[src/rtl/reg32_load_sequencer.sv]
// Sequences byte-wide memory reads into a 32-bit register (MSB-first assembly) and issues
// single-cycle CLEAR/INC/DEC commands. All outputs are registered.
module reg32_load_sequencer #(
  parameter int unsigned ADDR_WIDTH = 16,
  parameter int unsigned TIMEOUT    = 15
) (
  input  logic                  i_clk,
  input  logic                  i_rst_n,
  input  logic                  i_start,
  input  logic [2:0]            i_cmd,
  input  logic [1:0]            i_len,
  input  logic [ADDR_WIDTH-1:0] i_base_addr,
  output logic [ADDR_WIDTH-1:0] o_mem_addr,
  output logic                  o_mem_read,
  input  logic                  i_mem_ready,
  input  logic [7:0]            i_mem_data,
  output logic                  o_reg_e,
  output logic [2:0]            o_reg_fun_sel,
  output logic [31:0]           o_reg_i,
  output logic                  o_busy,
  output logic                  o_done,
  output logic                  o_error
);

  localparam int unsigned TW = (TIMEOUT < 2) ? 1 : $clog2(TIMEOUT + 1);

  typedef enum logic [2:0] {StIdle, StFetch, StWrite, StOp, StDone, StErr} state_e;

  state_e                r_state;
  logic [ADDR_WIDTH-1:0] r_mem_addr;
  logic                  r_mem_read;
  logic                  r_reg_e;
  logic [2:0]            r_reg_fun_sel;
  logic [31:0]           r_reg_i;
  logic                  r_busy;
  logic                  r_done;
  logic                  r_error;
  logic [2:0]            r_remain;
  logic                  r_first;
  logic [TW-1:0]         r_to_cnt;

  logic [TW-1:0]         w_to_inc;
  logic [2:0]            w_remain_dec;

  assign w_to_inc     = r_to_cnt + TW'(1);
  assign w_remain_dec = r_remain - 3'd1;

  always_ff @(posedge i_clk or negedge i_rst_n) begin
    if (!i_rst_n) begin
      r_state       <= StIdle;
      r_mem_addr    <= '0;
      r_mem_read    <= 1'b0;
      r_reg_e       <= 1'b0;
      r_reg_fun_sel <= 3'b000;
      r_reg_i       <= '0;
      r_busy        <= 1'b0;
      r_done        <= 1'b0;
      r_error       <= 1'b0;
      r_remain      <= '0;
      r_first       <= 1'b0;
      r_to_cnt      <= '0;
    end else begin
      case (r_state)
        StIdle: begin
          if (i_start) begin
            r_busy <= 1'b1;
            case (i_cmd)
              3'b000: begin
                r_state    <= StFetch;
                r_mem_addr <= i_base_addr;
                r_mem_read <= 1'b1;
                r_remain   <= {1'b0, i_len} + 3'd1;
                r_first    <= 1'b1;
                r_to_cnt   <= '0;
              end
              3'b001: begin
                r_state       <= StOp;
                r_reg_e       <= 1'b1;
                r_reg_fun_sel <= 3'b011;
              end
              3'b010: begin
                r_state       <= StOp;
                r_reg_e       <= 1'b1;
                r_reg_fun_sel <= 3'b001;
              end
              3'b011: begin
                r_state       <= StOp;
                r_reg_e       <= 1'b1;
                r_reg_fun_sel <= 3'b000;
              end
              default: begin
                r_state <= StErr;
                r_error <= 1'b1;
              end
            endcase
          end
        end
        StFetch: begin
          if (i_mem_ready) begin
            // First byte loads low 8 bits and clears the rest; later bytes shift in.
            r_state       <= StWrite;
            r_mem_read    <= 1'b0;
            r_reg_e       <= 1'b1;
            r_reg_fun_sel <= r_first ? 3'b100 : 3'b110;
            r_reg_i       <= {24'b0, i_mem_data};
            r_to_cnt      <= '0;
          end else if ((TIMEOUT != 0) && (w_to_inc == TW'(TIMEOUT))) begin
            r_state    <= StErr;
            r_mem_read <= 1'b0;
            r_error    <= 1'b1;
            r_to_cnt   <= '0;
          end else begin
            r_to_cnt <= w_to_inc;
          end
        end
        StWrite: begin
          r_reg_e  <= 1'b0;
          r_first  <= 1'b0;
          r_remain <= w_remain_dec;
          if (w_remain_dec != 3'd0) begin
            r_state    <= StFetch;
            r_mem_addr <= r_mem_addr + ADDR_WIDTH'(1);
            r_mem_read <= 1'b1;
          end else begin
            r_state <= StDone;
            r_done  <= 1'b1;
          end
        end
        StOp: begin
          r_state <= StDone;
          r_reg_e <= 1'b0;
          r_done  <= 1'b1;
        end
        StDone: begin
          r_state <= StIdle;
          r_done  <= 1'b0;
          r_busy  <= 1'b0;
        end
        StErr: begin
          r_state <= StIdle;
          r_error <= 1'b0;
          r_busy  <= 1'b0;
        end
        default: begin
          r_state    <= StIdle;
          r_mem_read <= 1'b0;
          r_reg_e    <= 1'b0;
          r_busy     <= 1'b0;
          r_done     <= 1'b0;
          r_error    <= 1'b0;
        end
      endcase
    end
  end

  assign o_mem_addr    = r_mem_addr;
  assign o_mem_read    = r_mem_read;
  assign o_reg_e       = r_reg_e;
  assign o_reg_fun_sel = r_reg_fun_sel;
  assign o_reg_i       = r_reg_i;
  assign o_busy        = r_busy;
  assign o_done        = r_done;
  assign o_error       = r_error;

endmodule

[config.mk]
export PLATFORM = sky130hd
export DESIGN_NAME = reg32_load_sequencer
export DESIGN_NICKNAME = d
export VERILOG_FILES = /design/src/rtl/reg32_load_sequencer.sv
export SDC_FILE = /design/constraint.sdc
export NUM_CORES = 1
export LEC_CHECK = 0
export CAP_MARGIN = 20
export CORE_MARGIN = 1
export CORE_UTILIZATION = 50
export CTS_CLUSTER_SIZE = 16
export DETAILED_ROUTE_END_ITERATION = 10
export HOLD_SLACK_MARGIN = 0.15
export PLACE_DENSITY = 0.87
export SYNTH_ARGS = -nofsm -noshare
export SYNTH_HDL_FRONTEND = slang
export SYNTH_SLANG_ARGS = --single-unit
[constraint.sdc]
create_clock -name i_clk -period 4.1 [get_ports i_clk]
set_clock_uncertainty 0.2 [all_clocks]
set_input_delay 1.025 -clock i_clk [delete_from_list [all_inputs] [get_ports i_clk]]
set_output_delay 1.025 -clock i_clk [all_outputs]
set_load 0.005 [all_outputs]
==> impl_metrics.toml <==
[run_status]
status = "completed"

[power]
p_leak_nw = 1.41
peakVddDrop_uv = 403
p_per_area_mw_per_mm2 = 651

[routing]
vias = 2393
firstDrtPassIters = 4
drtIter0Drc = 178
drc_errors = 0
via_per_inst = 5.75
wl_per_cell_um = 14.9
final_antenna_net_count = 0
wirelength_um = 6180

[floorplan]
die_h_um = 75.0
num_rows = 26
die_area_mm2 = 0.00563
floorplan.io_pins = 89
core_mm2 = 0.00511
die_w_um = 75.0
start_util = 0.522

[finish]
drive_gt1_frac = 0.0925
antenna_cells = 0
fin_cells = 416
num-nets-final = 384
mostFrequentLayoutCell = "clkdlybuf4s50_1"
area_delta_synth_final_pct = 25.1
design_area_mm2 = 0.00334
final_cell_mix = "clkdlybuf4s50_1 (63), dfrtp_1 (43), nor2_1 (27), conb_1 (24), nand2_1 (18)"

[sta]
fmax_mhz = 309
timing.final.ws_setup_ns = 0.865
worst_pin_slew_ns = 0.955
max-slew-margin-rel = 0.360
finalSetupViolCount = 0
setup_tns_ns = 0
fin_hold_ws_ns = 0.310
period_minus_slack_ns = 3.24
rsz0062_at_grt = "false"
maxSlewViolCount = 0
finalCritPeriodShare = 0.789
timing_hold_violations_final = 0

[yosys]
synth-main-ff-cell = "dfrtp_1"
netlist_area_mm2 = 0.00267
synth_edf_count = 0
synth_area_leaders = "dfrtp_1 (40%), buf_4 (6.8%), mux2_2 (3.8%), nor2_1 (3.8%), ha_1 (2.8%)"
yosys.cell_types.count = 57
synth_seq_cells = 43
syn_inst = 286
async_reset_ff_frac = 1.00
synth_top_area_share = 0.404
yosysWarnings = 0
seq_area_frac_synth = 0.404
synth_top_area_cell = "dfrtp_1"
synth_area_per_cell_um2 = 9.32

[placed_design]
dpl_cell_area_mm2 = 0.00323
place_congestion = 0.898
dp_cells = 408
dp_hpwl_um = 4420
port_buffers = 64
dp_slack_ns = 0.571

[clock_tree]
clk_latency_ns = 0.30
postCtsHoldBufs = 0
clockBufferDepth = 2
cts-htree-levels = 2
post_cts_buffers = 0
cts_tree = "built"
post_cts_resized = 0
clock-sinks = 43
cts-root-buf = "clkbuf_8"
path_clk_slew_ns = 0.08
cts_buffers = 5

[global_routing]
grt_usage = 0.239
first_global_vias = 2134
antenna_found_initial = 0
grt_pass1_wl_um = 10100
grt-ovfl-total = 0
grt_start_max_net_pins = 44

[worst_setup_path]
crit_buf_inv = 1
cpLargestDelayFamily = "simple AND/OR/NAND/NOR gates"
critPathRequiredTime_ns = 4.09
worst-setup-path-type = "input port to flip-flop"
cp-start-kind = "input port"
crit_path_top_delay_cell = "or4_1"
arrival_ns = 3.22
worst_setup_path_end_kind = "flip-flop"
cpPeakStageDelay_ns = 0.69
path_cells = "clkdlybuf4s50_1, or4b_4, or4_1, o311ai_0"
cp_max_fo = 14

[job]
drv_cap = 0

[min_path]
hp-class = "flip-flop to flip-flop"
## metal layers
layer  vias up  global-route usage  share of wire
met1      1146               0.343           0.45
met2       105               0.359           0.47
met4         0              0.0964          0.022
met5         -                   0              0
li1       1126                   -              -
met3        16              0.0428          0.055
## cell type report
type	count	area (um2)
Fill cell	434	1770
Multi-Input combinational cell	218	1370
Sequential cell	43	1080
Timing Repair Buffer	67	658
Clock buffer	7	96.3
Tap cell	70	87.6
Inverter	10	37.5
Clock inverter	1	7.51
## flip-flops by register name (all words and copies together), names as in the netlist
| name | flops |
|---|---|
| o_busy | 1 |
| o_reg_i | 8 |
| r_to_cnt | 4 |
| r_remain | 3 |
| r_state | 3 |
| o_mem_addr | 16 |
| o_mem_read | 1 |
| r_first | 1 |
| o_reg_fun_sel | 3 |
| o_done | 1 |
| o_reg_e | 1 |
| o_error | 1 |
## where the power goes
part | leakage [nW] | internal [W] | switching [W]
Combinational | 0.853 | 0.000573 | 0.000444
Clock | 0.0505 | 0.000153 | 0.000148
Sequential | 0.511 | 0.000615 | 0.000239
Total | 1.41 | 0.00134 | 0.000831
## worst paths after layout
check,startpoint,to,slack [ns],cells past startpoint
max,i_cmd[2],r_remain[0],0.86,4
min,o_reg_i[0],o_reg_i[0],0.31,1
max reg2reg,r_state[1],o_mem_addr[5],1.42,5
min reg2reg,o_reg_i[0],o_reg_i[0],0.31,1
max in group asynchronous,i_rst_n,o_reg_i[0],2.44,1
min in group asynchronous,i_rst_n,o_mem_addr[6],0.67,1
## stage by stage
stage          total power (W)   util
2_1_floorplan          0.00140      -
3_3_place_gp           0.00182  0.633
3_5_place_dp           0.00186  0.633
4_1_cts                0.00217  0.653
5_1_grt                0.00233  0.653
6_report               0.00217  0.653
## cell families (layout without fill, tap and decap cells)
kind of cell               count (synthesis)  in the layout  synth area share
muxes                                     12             12            0.0493
and+or+nand+nor                           97             97             0.192
DFF                                       43             43             0.404
other                                      1             24           0.00141
buffers and inverters                     48             85             0.114
adders and majority gates                  6              6            0.0282
xor gates and xnor gates                   2              2           0.00657
AOI/OAI and AO/OA                         77             77             0.205
## synth_stat cells (2+ instances only)
library cell  number
buf_2              2
buf_4             24
nor2b_1            3
o22ai_1            5
and3_1             4
mux2_2             9
ha_1               6
or3b_2             2
a2bb2oi_1          6
a41oi_1            2
o21ai_0           10
o22a_1             5
a21oi_1           13
a211oi_1           2
inv_1             10
a31oi_1            6
o22a_2             2
nand3_1           11
o2bb2ai_1          4
a22oi_1            5
buf_6              4
nand2_1           18
and4_1             3
dfrtp_1           43
o211ai_1           6
mux2i_1            3
a311oi_1           2
clkbuf_1           6
nor2_1            27
nor3_1            10
nand4_1            6
nand2b_1           2
Power figures use the tool's default switching activity.
